**src/rtl/rtc_pkg.sv**
```systemverilog
// Shared definitions for the RTC bus arbiter: FSM encodings,
// requester indices and the default WAIT timeout.
package rtc_pkg;

    localparam logic [2:0] ST_IDLE  = 3'd0;
    localparam logic [2:0] ST_GRANT = 3'd1;
    localparam logic [2:0] ST_ISSUE = 3'd2;
    localparam logic [2:0] ST_WAIT  = 3'd3;
    localparam logic [2:0] ST_DONE  = 3'd4;

    localparam int INIT  = 0;
    localparam int USER  = 1;
    localparam int RDPER = 2;

    localparam logic [7:0] TIMEOUT_DEF = 8'd200;

    typedef struct packed {
        logic [7:0] addr;
        logic [7:0] wdata;
        logic       rw;
    } bus_cmd_t;

endpackage

```
**src/rtl/rtc_rr_select.sv**
```systemverilog
// Combinational winner select: init machine has absolute priority,
// user and periodic-read machines share by round robin.
module rtc_rr_select
    import rtc_pkg::*;
(
    input  logic [2:0] req,
    input  logic       fav_user,
    output logic [2:0] win
);

    always_comb begin
        win = 3'b000;
        if (req[INIT]) begin
            win[INIT] = 1'b1;
        end else if (req[USER] && req[RDPER]) begin
            if (fav_user) begin
                win[USER] = 1'b1;
            end else begin
                win[RDPER] = 1'b1;
            end
        end else if (req[USER]) begin
            win[USER] = 1'b1;
        end else if (req[RDPER]) begin
            win[RDPER] = 1'b1;
        end
    end

endmodule

```
**src/rtl/rtc_bus_arbiter.sv**
```systemverilog
// Arbitrates three RTC register-access machines onto a single
// bus driver, with a bounded wait for driver completion.
module rtc_bus_arbiter
    import rtc_pkg::*;
#(
    parameter logic [7:0] TIMEOUT = TIMEOUT_DEF
)
(
    input  logic       clk,
    input  logic       reset,
    input  logic [2:0] req,
    input  logic [7:0] addr0,
    input  logic [7:0] addr1,
    input  logic [7:0] addr2,
    input  logic [7:0] wdata0,
    input  logic [7:0] wdata1,
    input  logic [7:0] wdata2,
    input  logic       rw0,
    input  logic       rw1,
    input  logic       rw2,
    output logic [2:0] gnt,
    output logic [2:0] done,
    output logic       err,
    output logic [7:0] rdata,
    output logic       bus_start,
    output logic [7:0] bus_addr,
    output logic [7:0] bus_wdata,
    output logic       bus_rw,
    input  logic       bus_fin,
    input  logic [7:0] bus_rdata
);

    logic [2:0] state;
    logic [2:0] win_q;
    logic [2:0] sel;
    logic       fav_user;
    logic [7:0] cnt;
    logic       tmo_hit;
    bus_cmd_t   cmd_sel;

    rtc_rr_select u_sel (
        .req      (req),
        .fav_user (fav_user),
        .win      (sel)
    );

    always_comb begin
        cmd_sel = '0;
        unique case (1'b1)
            sel[INIT]:  cmd_sel = '{addr0, wdata0, rw0};
            sel[USER]:  cmd_sel = '{addr1, wdata1, rw1};
            sel[RDPER]: cmd_sel = '{addr2, wdata2, rw2};
            default:    cmd_sel = '0;
        endcase
    end

    // Leave WAIT once TIMEOUT cycles have been spent there.
    assign tmo_hit = ({1'b0, cnt} + 9'd1) >= {1'b0, TIMEOUT};

    always_ff @(posedge clk or negedge reset) begin
        if (!reset) begin
            state     <= ST_IDLE;
            win_q     <= 3'b000;
            fav_user  <= 1'b1;
            cnt       <= 8'd0;
            err       <= 1'b0;
            rdata     <= 8'd0;
            bus_addr  <= 8'd0;
            bus_wdata <= 8'd0;
            bus_rw    <= 1'b0;
        end else begin
            case (state)
                ST_IDLE: begin
                    if (|req) begin
                        state     <= ST_GRANT;
                        win_q     <= sel;
                        bus_addr  <= cmd_sel.addr;
                        bus_wdata <= cmd_sel.wdata;
                        bus_rw    <= cmd_sel.rw;
                    end
                end
                ST_GRANT: begin
                    state <= ST_ISSUE;
                end
                ST_ISSUE: begin
                    cnt   <= 8'd0;
                    state <= ST_WAIT;
                end
                ST_WAIT: begin
                    if (bus_fin) begin
                        state <= ST_DONE;
                        err   <= 1'b0;
                        if (!bus_rw) begin
                            rdata <= bus_rdata;
                        end
                    end else if (tmo_hit) begin
                        state <= ST_DONE;
                        err   <= 1'b1;
                    end else begin
                        cnt <= cnt + 8'd1;
                    end
                end
                ST_DONE: begin
                    state <= ST_IDLE;
                    err   <= 1'b0;
                    if (win_q[USER]) begin
                        fav_user <= 1'b0;
                    end else if (win_q[RDPER]) begin
                        fav_user <= 1'b1;
                    end
                end
                default: begin
                    state <= ST_IDLE;
                    err   <= 1'b0;
                end
            endcase
        end
    end

    always_comb begin
        gnt = 3'b000;
        if (state == ST_GRANT ||
            state == ST_ISSUE ||
            state == ST_WAIT) begin
            gnt = win_q;
        end
    end

    assign done      = (state == ST_DONE) ? win_q : 3'b000;
    assign bus_start = (state == ST_ISSUE);

endmodule

```
**config.mk**
```make
export PLATFORM = sky130hd
export DESIGN_NAME = rtc_bus_arbiter
export DESIGN_NICKNAME = d
export VERILOG_FILES = /design/src/rtl/rtc_pkg.sv /design/src/rtl/rtc_rr_select.sv /design/src/rtl/rtc_bus_arbiter.sv
export SDC_FILE = /design/constraint.sdc
export NUM_CORES = 1
export LEC_CHECK = 0
export BUFFER_PORTS_ARGS = -buffer_cell sky130_fd_sc_hd__buf_4
export CAP_MARGIN = 0
export CORE_ASPECT_RATIO = 1.4
export CORE_MARGIN = 8
export CORE_UTILIZATION = 35
export DETAILED_ROUTE_END_ITERATION = 10
export GPL_ROUTABILITY_DRIVEN = 1
export PLACE_DENSITY = 0.73
export SLEW_MARGIN = 20
export SYNTH_ARGS = -nofsm -noshare
export SYNTH_HDL_FRONTEND = slang
export SYNTH_HIERARCHICAL = 1
export SYNTH_SLANG_ARGS = --single-unit
```
**constraint.sdc**
```tcl
create_clock -name clk -period 2.2 [get_ports clk]
set_clock_uncertainty 0.1 [all_clocks]
set_input_delay 0.66 -clock clk [delete_from_list [all_inputs] [get_ports clk]]
set_output_delay 0.66 -clock clk [all_outputs]
set_load 0.05 [all_outputs]
```
==> results.sh <==
export IMPL_synth_common_cells="dfrtp_1 (40), nand2_1 (32), a222oi_1 (17), o21ai_0 (13), mux2_2 (11)"
export IMPL_die_x_um=83.0
export IMPL_max_freq_mhz=470
export IMPL_syn_to_final_growth_pct=42.7
export IMPL_syn_nets=282
export IMPL_synth_seq_area_share_pct=46.7
export IMPL_cts_htree_levels=2
export IMPL_layout_min_cycle_time_ns=2.13
export IMPL_switching_power_mw=2.05
export IMPL_cts_tree="done"
export IMPL_drv_slew=0
export IMPL_synth_cell_type_count=50
export IMPL_p_clk_share_pct=13.9
export IMPL_crit_chain="nor2_2, nand2_2, inv_1, buf_4"
export IMPL_die_area_um2=9110
export IMPL_synthFlopType="dfrtp_1"
export IMPL_synth_area_leaders="dfrtp_1 (46%), a222oi_1 (7.7%), mux2_2 (5.6%), nand2_1 (5.5%), o21ai_0 (3.0%)"
export IMPL_port_buffers=97
export IMPL_wl_per_cell_um=17.6
export IMPL_ir_drop_v=0.000492
export IMPL_setup_viol=0
export IMPL_grt_overflow=0
export IMPL_cellLeakagePower_nw=1.48
export IMPL_finalNetCount=382
export IMPL_syn_avg_cell_area_um2=10.2
export IMPL_async_flop_share_pct=100
export IMPL_grt_pass1_vias=2261
export IMPL_antenna_cells=0
export IMPL_dr_first_iter_drc_count=257
export IMPL_p_int_mw=2.18
export IMPL_worst_pin_slew_ns=0.550
export IMPL_powerDensity_nw_per_um2=1350
export IMPL_synth_edff_count=0
export IMPL_initial_core_util_pct=35.6
export IMPL_finalCritPeriodShare_pct=96.7
export IMPL_synthCells=215
export IMPL_slew_headroom_pct=63.3
export IMPL_cpMaxStageDelayCell="dfrtp_2"
export IMPL_hold_violations=0
export IMPL_drv_cap=0
export IMPL_ios=98
export IMPL_cp_data_required_time_ns=1.44
export IMPL_dpl_hpwl_um=5240
export IMPL_drt_wl_total_um=6790
export IMPL_max_stage_delay_ns=0.49
export IMPL_cts_buffers=5
export IMPL_grt_max_degree=42
export IMPL_place_area_um2=3020
export IMPL_firstDrtPassIters=7
export IMPL_stdcell_area_um2=3140
export IMPL_drtAntennaViolNets=0
export IMPL_die_y_um=110
export IMPL_place_gp_congestion=0.920
export IMPL_status="completed"
export IMPL_grt_first_pass_wirelength_um=11200
export IMPL_dp_worst_setup_slack_ns=0.0186
export IMPL_start_kind="flop"
export IMPL_seq_power_share_pct=31.0
export IMPL_drc=0
export IMPL_cts_buffer_depth=2
export IMPL_drive_gt1_share_pct=46.0
export IMPL_crit_type="flop to output port"
export IMPL_grt_use_total_pct=14.9
export IMPL_cts_sink_count=41
export IMPL_insertion_delay_ns=0.29
export IMPL_cp_end_kind="output port"
export IMPL_antenna_found_initial=0
export IMPL_hp_class="primary input to async pin"
export IMPL_synth_most_common_cell="dfrtp_1"
export IMPL_cts_setup_buffers=0
export IMPL_num_rows=34
export IMPL_yosys_register_bits=41
export IMPL_p_sw_share_pct=48.5
export IMPL_num_fill_cells=583
export IMPL_synth_top_cell_area_share_pct=45.5
export IMPL_arrival_ns=1.37
export IMPL_worst_slack_ns=0.0736
export IMPL_synthesis_area_um2=2200
export IMPL_crit_fanout=13
export IMPL_yosys_warnings=6
export IMPL_coreArea_um2=6170
export IMPL_num_vias=2154
export IMPL_clk_pin_slew_ns=0.08
export IMPL_combPwrFrac_pct=55.1
export IMPL_avgViaCountPerCell=5.57
export IMPL_post_synth_top_area_cell="dfrtp_1"
export IMPL_root_buffer="clkbuf_8"
-- timing repair --
item,CTS,global route
resized for setup,3,5
setup endpoints to repair,3,7
gates cloned,0,0
hold buffers,0,0
pin swaps,0,0
-- placed cells by master (no fill, tap or decap), types with 6 or more instances in the layout --
master      n
buf_4     108
o21ai_1    10
o21ai_0    13
nand2_1    31
a222oi_1   17
dfrtp_1    37
mux2_2     11
nor2_1      6
-- metrics by stage --
| step | hold slack, ns | utilization, % | setup TNS (ns) | power (mW) | cells |
|---|---|---|---|---|---|
| after floorplan | 0.264 | - | -0.884 | 2.86 | 215 |
| after global placement | 0.365 | 48.9 | 0 | 3.61 | 380 |
| after detailed placement | 0.372 | 48.9 | 0 | 3.65 | 380 |
| after CTS | 0.257 | 50.7 | 0 | 4.25 | 387 |
| after global routing | 0.276 | 50.9 | -0.000979 | 4.47 | 387 |
| final | 0.230 | 50.9 | 0 | 4.23 | 387 |
-- area by class of cell --
| class | count | area (um^2) | share of cell area (%) |
|---|---|---|---|
| well taps | 72 | 90.1 | 2.87 |
| clock buffers | 5 | 68.8 | 2.19 |
| multi-input cells | 154 | 1080 | 34.5 |
| repair buffers | 108 | 811 | 25.8 |
| inverters | 5 | 18.8 | 0.598 |
| flip-flops and latches | 41 | 1030 | 32.9 |
| clock inverters | 2 | 35.0 | 1.12 |
-- sequential cells by signal, summed over array words and instances, names as in the netlist --
signal and flops:
bus_addr 8, bus_rw 1, bus_wdata 8, cnt 8, err 1, fav_user 1, rdata 8, state 3
win_q 3
-- layer usage --
metal	wire, um	share of wire [%]	track usage, %
met1	2500	37	15.4
met2	3840	57	28.9
met3	374	5.5	3.78
met4	75	1.1	3.78
met5	0	0	0
-- power groups by stage --
stage                     clock network [mW]  logic [mW]  registers, mW
after floorplan                            0       0.816           2.05
after global placement                     0        2.31           1.29
after detailed placement                   0        2.34           1.31
after CTS                              0.603        2.35           1.30
after global routing                   0.630        2.48           1.36
final                                  0.590        2.33           1.31
-- kinds of logic (layout without fill, tap and decap cells) --
logic type / after synthesis / after routing / synth area share, %
simple gates: 73 / 73 / 17.8
compound gates: 64 / 64 / 22.0
flops: 41 / 41 / 46.7
buf+inv: 20 / 120 / 4.67
mux: 14 / 14 / 7.23
fa+ha+maj: 2 / 2 / 1.14
xor+xnor: 1 / 1 / 0.398
-- worst paths after layout --
kind	from	to	slack, ns	cells after the start
max	state[2]	bus_start	0.07	4
min	reset	state[2]	0.23	1
max reg2reg	state[0]	rdata[4]	0.19	4
min reg2reg	bus_addr[1]	bus_addr[1]	0.39	2
max in group asynchronous	reset	cnt[2]	1.38	1
min in group clk	bus_addr[1]	bus_addr[1]	0.39	2
-- critical path, delay by kind of cell, from the launching register on --
family        cells  cell delay (ns)
flops             1             0.49
simple gates      2             0.31
buf+inv           2             0.27
(Power assumes the default switching activity.)
